**config.mk**
```make
export PLATFORM = sky130hd
export DESIGN_NAME = tmds_chan_decode
export DESIGN_NICKNAME = d
export VERILOG_FILES = /design/src/rtl/tmds_pkg.sv /design/src/rtl/tmds_char_decode.sv /design/src/rtl/tmds_chan_decode.sv
export SDC_FILE = /design/constraint.sdc
export NUM_CORES = 1
export LEC_CHECK = 0
export ABC_CLOCK_PERIOD_IN_PS = 6100
export CAP_MARGIN = 30
export CORE_ASPECT_RATIO = 1.75
export CORE_MARGIN = 4
export CORE_UTILIZATION = 47
export DETAILED_ROUTE_END_ITERATION = 16
export PLACE_DENSITY = 0.68
export SLEW_MARGIN = 20
export SYNTH_ARGS = -nofsm -noshare
export SYNTH_HDL_FRONTEND = slang
export SYNTH_HIERARCHICAL = 1
export SYNTH_SLANG_ARGS = --single-unit
```
**constraint.sdc**
```tcl
create_clock -name pix_clk -period 6.1 [get_ports pix_clk]
set_clock_uncertainty 0.2 [all_clocks]
set_input_delay 1.22 -clock pix_clk [delete_from_list [all_inputs] [get_ports pix_clk]]
set_output_delay 1.22 -clock pix_clk [all_outputs]
set_load 0.005 [all_outputs]
```
**src/rtl/tmds_pkg.sv**
```systemverilog
// Definitions shared by the TMDS encoder and decoder: the four control tokens
// and the channel alignment state encoding.
package tmds_pkg;

    localparam logic [9:0] CTRL_TOK_00 = 10'b1101010100;
    localparam logic [9:0] CTRL_TOK_01 = 10'b0010101011;
    localparam logic [9:0] CTRL_TOK_10 = 10'b0101010100;
    localparam logic [9:0] CTRL_TOK_11 = 10'b1010101011;

    typedef enum logic [1:0] {
        SEARCH = 2'd0,
        SLIP   = 2'd1,
        LOCKED = 2'd2
    } tmds_state_e;

endpackage

```
**src/rtl/tmds_char_decode.sv**
```systemverilog
// Combinational decode of one 10-bit TMDS character into a pixel byte or a
// control pair. Shared by all three colour channels.
module tmds_char_decode
    import tmds_pkg::*;
(
    input  logic [9:0] din,
    output logic [7:0] dout,
    output logic       c0,
    output logic       c1,
    output logic       is_ctrl
);

    logic [7:0] q;

    always_comb begin
        // NOTE: every output gets a default before the case so no path can infer a latch.
        dout    = '0;
        c0      = 1'b0;
        c1      = 1'b0;
        is_ctrl = 1'b1;
        q       = din[9] ? ~din[7:0] : din[7:0];
        case (din)
            CTRL_TOK_00: ;
            CTRL_TOK_01: c0 = 1'b1;
            CTRL_TOK_10: c1 = 1'b1;
            CTRL_TOK_11: begin
                c0 = 1'b1;
                c1 = 1'b1;
            end
            default: begin
                is_ctrl = 1'b0;
                dout[0] = q[0];
                for (int i = 1; i < 8; i++) begin
                    dout[i] = din[8] ? (q[i] ^ q[i-1]) : ~(q[i] ^ q[i-1]);
                end
            end
        endcase
    end

endmodule

```
**src/rtl/tmds_chan_decode.sv**
```systemverilog
// One TMDS channel: 2-stage character decode plus the word-alignment state
// machine that drives the deserializer bitslip.
module tmds_chan_decode
    import tmds_pkg::*;
#(
    parameter int CTRL_RUN     = 64,
    parameter int SRCH_TIMEOUT = 4096,
    parameter int SLIP_HOLD    = 16,
    parameter int LOSS_TIMEOUT = 4096
) (
    input  logic        pix_clk,
    input  logic        sys_rst,
    input  logic [9:0]  din,
    output logic [7:0]  dout,
    output logic        c0,
    output logic        c1,
    output logic        vde,
    output logic        aligned,
    output logic        bitslip,
    output logic [15:0] err_cnt
);

    localparam int RUN_W  = $clog2(CTRL_RUN) + 1;
    localparam int TMO_W  = $clog2(SRCH_TIMEOUT) + 1;
    localparam int HOLD_W = $clog2(SLIP_HOLD) + 1;
    localparam int LOSS_W = $clog2(LOSS_TIMEOUT) + 1;

    localparam logic [RUN_W-1:0]  RUN_MAX  = RUN_W'(CTRL_RUN);
    localparam logic [TMO_W-1:0]  TMO_MAX  = TMO_W'(SRCH_TIMEOUT);
    localparam logic [HOLD_W-1:0] HOLD_END = HOLD_W'(SLIP_HOLD - 1);
    localparam logic [LOSS_W-1:0] LOSS_MAX = LOSS_W'(LOSS_TIMEOUT);

    logic [9:0]        din_q;
    logic [7:0]        dec_dout;
    logic              dec_c0;
    logic              dec_c1;
    logic              dec_ctrl;

    tmds_state_e       state;
    tmds_state_e       state_next;
    logic              slip_req;
    logic              lock_lost;
    logic [RUN_W-1:0]  run_cnt;
    logic [TMO_W-1:0]  tmo_cnt;
    logic [HOLD_W-1:0] hold_cnt;
    logic [LOSS_W-1:0] loss_cnt;
    logic [LOSS_W-1:0] loss_next;

    tmds_char_decode u_char_decode (
        .din     (din_q),
        .dout    (dec_dout),
        .c0      (dec_c0),
        .c1      (dec_c1),
        .is_ctrl (dec_ctrl)
    );

    always_comb begin
        state_next = state;
        slip_req   = 1'b0;
        lock_lost  = 1'b0;
        if (dec_ctrl)
            loss_next = '0;
        else if (loss_cnt != LOSS_MAX)
            loss_next = loss_cnt + LOSS_W'(1);
        else
            loss_next = loss_cnt;

        case (state)
            SEARCH: begin
                // A full control run takes priority over a timeout in the same cycle.
                if (run_cnt == RUN_MAX) begin
                    state_next = LOCKED;
                end else if (tmo_cnt == TMO_MAX) begin
                    state_next = SLIP;
                    slip_req   = 1'b1;
                end
            end
            SLIP: begin
                if (hold_cnt == HOLD_END)
                    state_next = SEARCH;
            end
            LOCKED: begin
                if (loss_next == LOSS_MAX) begin
                    state_next = SEARCH;
                    lock_lost  = 1'b1;
                end
            end
            default: state_next = SEARCH;
        endcase
    end

    always_ff @(posedge pix_clk) begin
        // NOTE: pipeline and decode registers are reset too, so no stale character leaks out after reset.
        if (sys_rst) begin
            din_q    <= '0;
            dout     <= '0;
            c0       <= 1'b0;
            c1       <= 1'b0;
            vde      <= 1'b0;
            state    <= SEARCH;
            aligned  <= 1'b0;
            bitslip  <= 1'b0;
            err_cnt  <= '0;
            run_cnt  <= '0;
            tmo_cnt  <= '0;
            hold_cnt <= '0;
            loss_cnt <= '0;
        end else begin
            // NOTE: non-blocking assignments so every register samples pre-edge values.
            din_q <= din;
            if (dec_ctrl) begin
                vde  <= 1'b0;
                dout <= '0;
                c0   <= dec_c0;
                c1   <= dec_c1;
            end else begin
                vde  <= 1'b1;
                dout <= dec_dout;
            end

            state   <= state_next;
            aligned <= (state_next == LOCKED);
            bitslip <= slip_req;

            if (state == SLIP || !dec_ctrl)
                run_cnt <= '0;
            else if (run_cnt != RUN_MAX)
                run_cnt <= run_cnt + RUN_W'(1);

            if (state == SEARCH && state_next == SEARCH && tmo_cnt != TMO_MAX)
                tmo_cnt <= tmo_cnt + TMO_W'(1);
            else if (state != SEARCH || state_next != SEARCH)
                tmo_cnt <= '0;

            if (state == SLIP && state_next == SLIP)
                hold_cnt <= hold_cnt + HOLD_W'(1);
            else
                hold_cnt <= '0;

            loss_cnt <= (state == LOCKED) ? loss_next : '0;

            if (lock_lost && err_cnt != 16'hFFFF)
                err_cnt <= err_cnt + 16'd1;
        end
    end

endmodule

```
==> results.yml <==
run_status:
  status: "finished, final reports clean"
drt:
  vias: 2999
  drc_errors: 0
  avgViaCountPerCell: 5.40
  ant_nets: 0
  drtIter0Drc: 85
  wl_per_cell_um: 14.1
  drt_first_pass_iters: 5
  routed_wl_um: 7850
die:
  dieHeight_um: 128
  std_cell_rows: 43
  start_util_pct: 48.6
  die_x_um: 76.8
  die_area_mm2: 0.00987
  pin_count: 41
  coreArea_mm2: 0.00802
global_routing:
  gr-total-overflow: 0
  antenna_found_initial: 0
  grt_pass1_wl_um: 13500
  grt_pass1_vias: 2982
  grt_use_total_pct: 16.9
  grt_max_degree: 42
clock_network:
  cts_tree: "built"
  cts.repair.resized: 0
  htree_levels: 3
  path_clk_slew_ns: 0.06
  clock_path_buffers: 2
  cts_made_buffers: 9
  hold_buffers: 0
  clock-sinks: 79
  post-cts-setup-buffers: 0
  cts-root-buf: "clkbuf_16"
  clock_latency_ns: 0.33
yosys:
  synth_edf_count: 0
  synth_cell_types: 65
  async_flop_share_pct: 0
  synth-main-ff-cell: "dfxtp_1"
  seq_area_frac_synth_pct: 40.6
  synth_warnings: 6
  synthCells: 421
  synth_top_area_share_pct: 40.6
  synth.most_common_cell: "dfxtp_1"
  synth_area_leader_cell: "dfxtp_1"
  synth.top_cells.by_area: "dfxtp_1 (41%), nor2_1 (5.8%), xnor2_1 (4.9%)"
  ys_top_cells_by_count: "dfxtp_1 (79), nor2_1 (60), nand3_1 (24), nor2b_1 (24), xnor2_1 (22)"
  synth_seq_cells: 79
  syn_avg_cell_area_um2: 9.25
  synth_nets: 442
  netlist_area_mm2: 0.00390
timing:
  worst_pin_slew_ns: 0.599
  finalSetupTns_ns: 0
  relSlewSlack_pct: 59.9
  hold_viol_final: 0
  setup_ws_ns: 3.02
  rsz0062_at_grt: "no"
  fmax_ghz: 0.325
  period_needed_ns: 3.08
  drv_slew: 0
  setup_viol: 0
  hold_ws_ns: 0.250
  fin_crit_sh_pct: 50.5
layout:
  finish.instance_area_mm2: 0.00461
  final_cells: 555
  fin_nets: 481
  diodes: 0
  area_growth_pct: 18.2
  drive_gt1_share_pct: 11.0
worst_setup_path:
  critPathKind: "reg2reg"
  cp_max_fo: 24
  worstPathRequired_ns: 6.16
  arrival_ns: 3.14
  critPathLaunch: "loss_cnt[0]$_SDFF_PP0_"
  r2r-start: "loss_cnt[0]$_SDFF_PP0_"
  start_kind: "register"
  cp-end-kind: "register"
place:
  post_dp_cell_area_mm2: 0.00432
  gp_congestion: 0.844
  dp.cells: 539
  post-dp-hpwl_um: 5710
  preCtsSetupSlack_ns: 2.70
  numPortBuffers: 40
power_and_ir_drop:
  worst_ir_drop_vdd_v: 0.000136
  power_leakage_nw: 1.59
  power.density_mw_per_mm2: 236
hold_path:
  hp-start: "hold_cnt[0]$_SDFF_PP0_"
  min_path_type: "reg2reg"
job:
  max_cap_violations: 0
[through the flow]
| stage | util, % | power [mW] |
|---|---|---|
| 6_report | 57.5 | 1.09 |
| 5_1_grt | 57.5 | 1.13 |
| 4_1_cts | 57.5 | 1.11 |
| 3_5_place_dp | 53.9 | 0.599 |
| 3_3_place_gp | 53.9 | 0.598 |
| 2_1_floorplan | - | 0.576 |
[state kept, by name, summed over array words and instances, names as in the netlist, 2 cells and up]
signal	cells
hold_cnt	5
loss_cnt	13
run_cnt	7
state	2
dout	8
err_cnt	16
tmo_cnt	13
din_q	10
[power breakdown]
group          internal (mW)  switching, mW
clock network          0.298          0.203
registers              0.527        0.00836
logic                 0.0316         0.0197
[path summary, 6_finish.rpt]
path,end,slack [ns],cells after the start
worst min-delay path,hold_cnt[0]$_SDFF_PP0_,0.25,1
worst max-delay path,err_cnt[13]$_SDFFE_PP0P_,3.02,7
worst max register to register,err_cnt[13]$_SDFFE_PP0P_,3.02,7
worst min register to register,hold_cnt[0]$_SDFF_PP0_,0.25,1
[cell families after synthesis]
logic type      after synthesis  synth area share, %
simple gates                217                 32.1
xor+xnor                     40                 9.67
mux                          13                 3.79
compound gates               38                 7.32
fa+ha+maj                     9                 2.89
buf+inv                      25                 3.63
flops                        79                 40.6
[layout by cell type (no fill, tap or decap), drive strengths merged, types with 3 or more instances in the layout]
master / instances
a21oi: 11
nor2b: 24
ha: 9
nor3: 16
xnor2: 24
or3: 3
nor2: 60
a2111oi: 3
and2: 8
and4: 4
clkbuf: 12
nand2: 16
mux2: 8
and3: 11
nand4: 15
nand3: 24
mux2i: 5
xor2: 16
nor4: 6
o21ai: 9
inv: 13
nor4b: 4
dfxtp: 79
o31ai: 5
clkdlybuf4s50: 40
or4: 6
or2: 7
[worst max-delay path: stages, from the launching register on]
cell     delay (ns)
dfxtp_1        0.48
ha_1           0.27
and3_1         0.37
xnor2_2        0.17
a22o_1         0.21
nand4_2        0.47
or4_1          0.67
a21oi_1        0.15
[layout make-up]
cell class,instances,area [um^2]
fillers,715,3410
multi-input cells,317,2170
well taps,90,113
flip-flops and latches,79,1580
inverters,12,45.0
repair buffers,41,408
clock buffers,12,256
clock inverters,4,28.8
[per-layer routing]
| metal | wire length, um | vias up | GRT usage [%] |
|---|---|---|---|
| li1 | - | 1552 | - |
| met1 | 3200 | 1388 | 18.3 |
| met2 | 4330 | 51 | 30.8 |
| met3 | 201 | 8 | 4.48 |
| met4 | 115 | 0 | 7.15 |
| met5 | 0 | - | 0 |
Note: power is estimated with default switching activity, not from simulation.
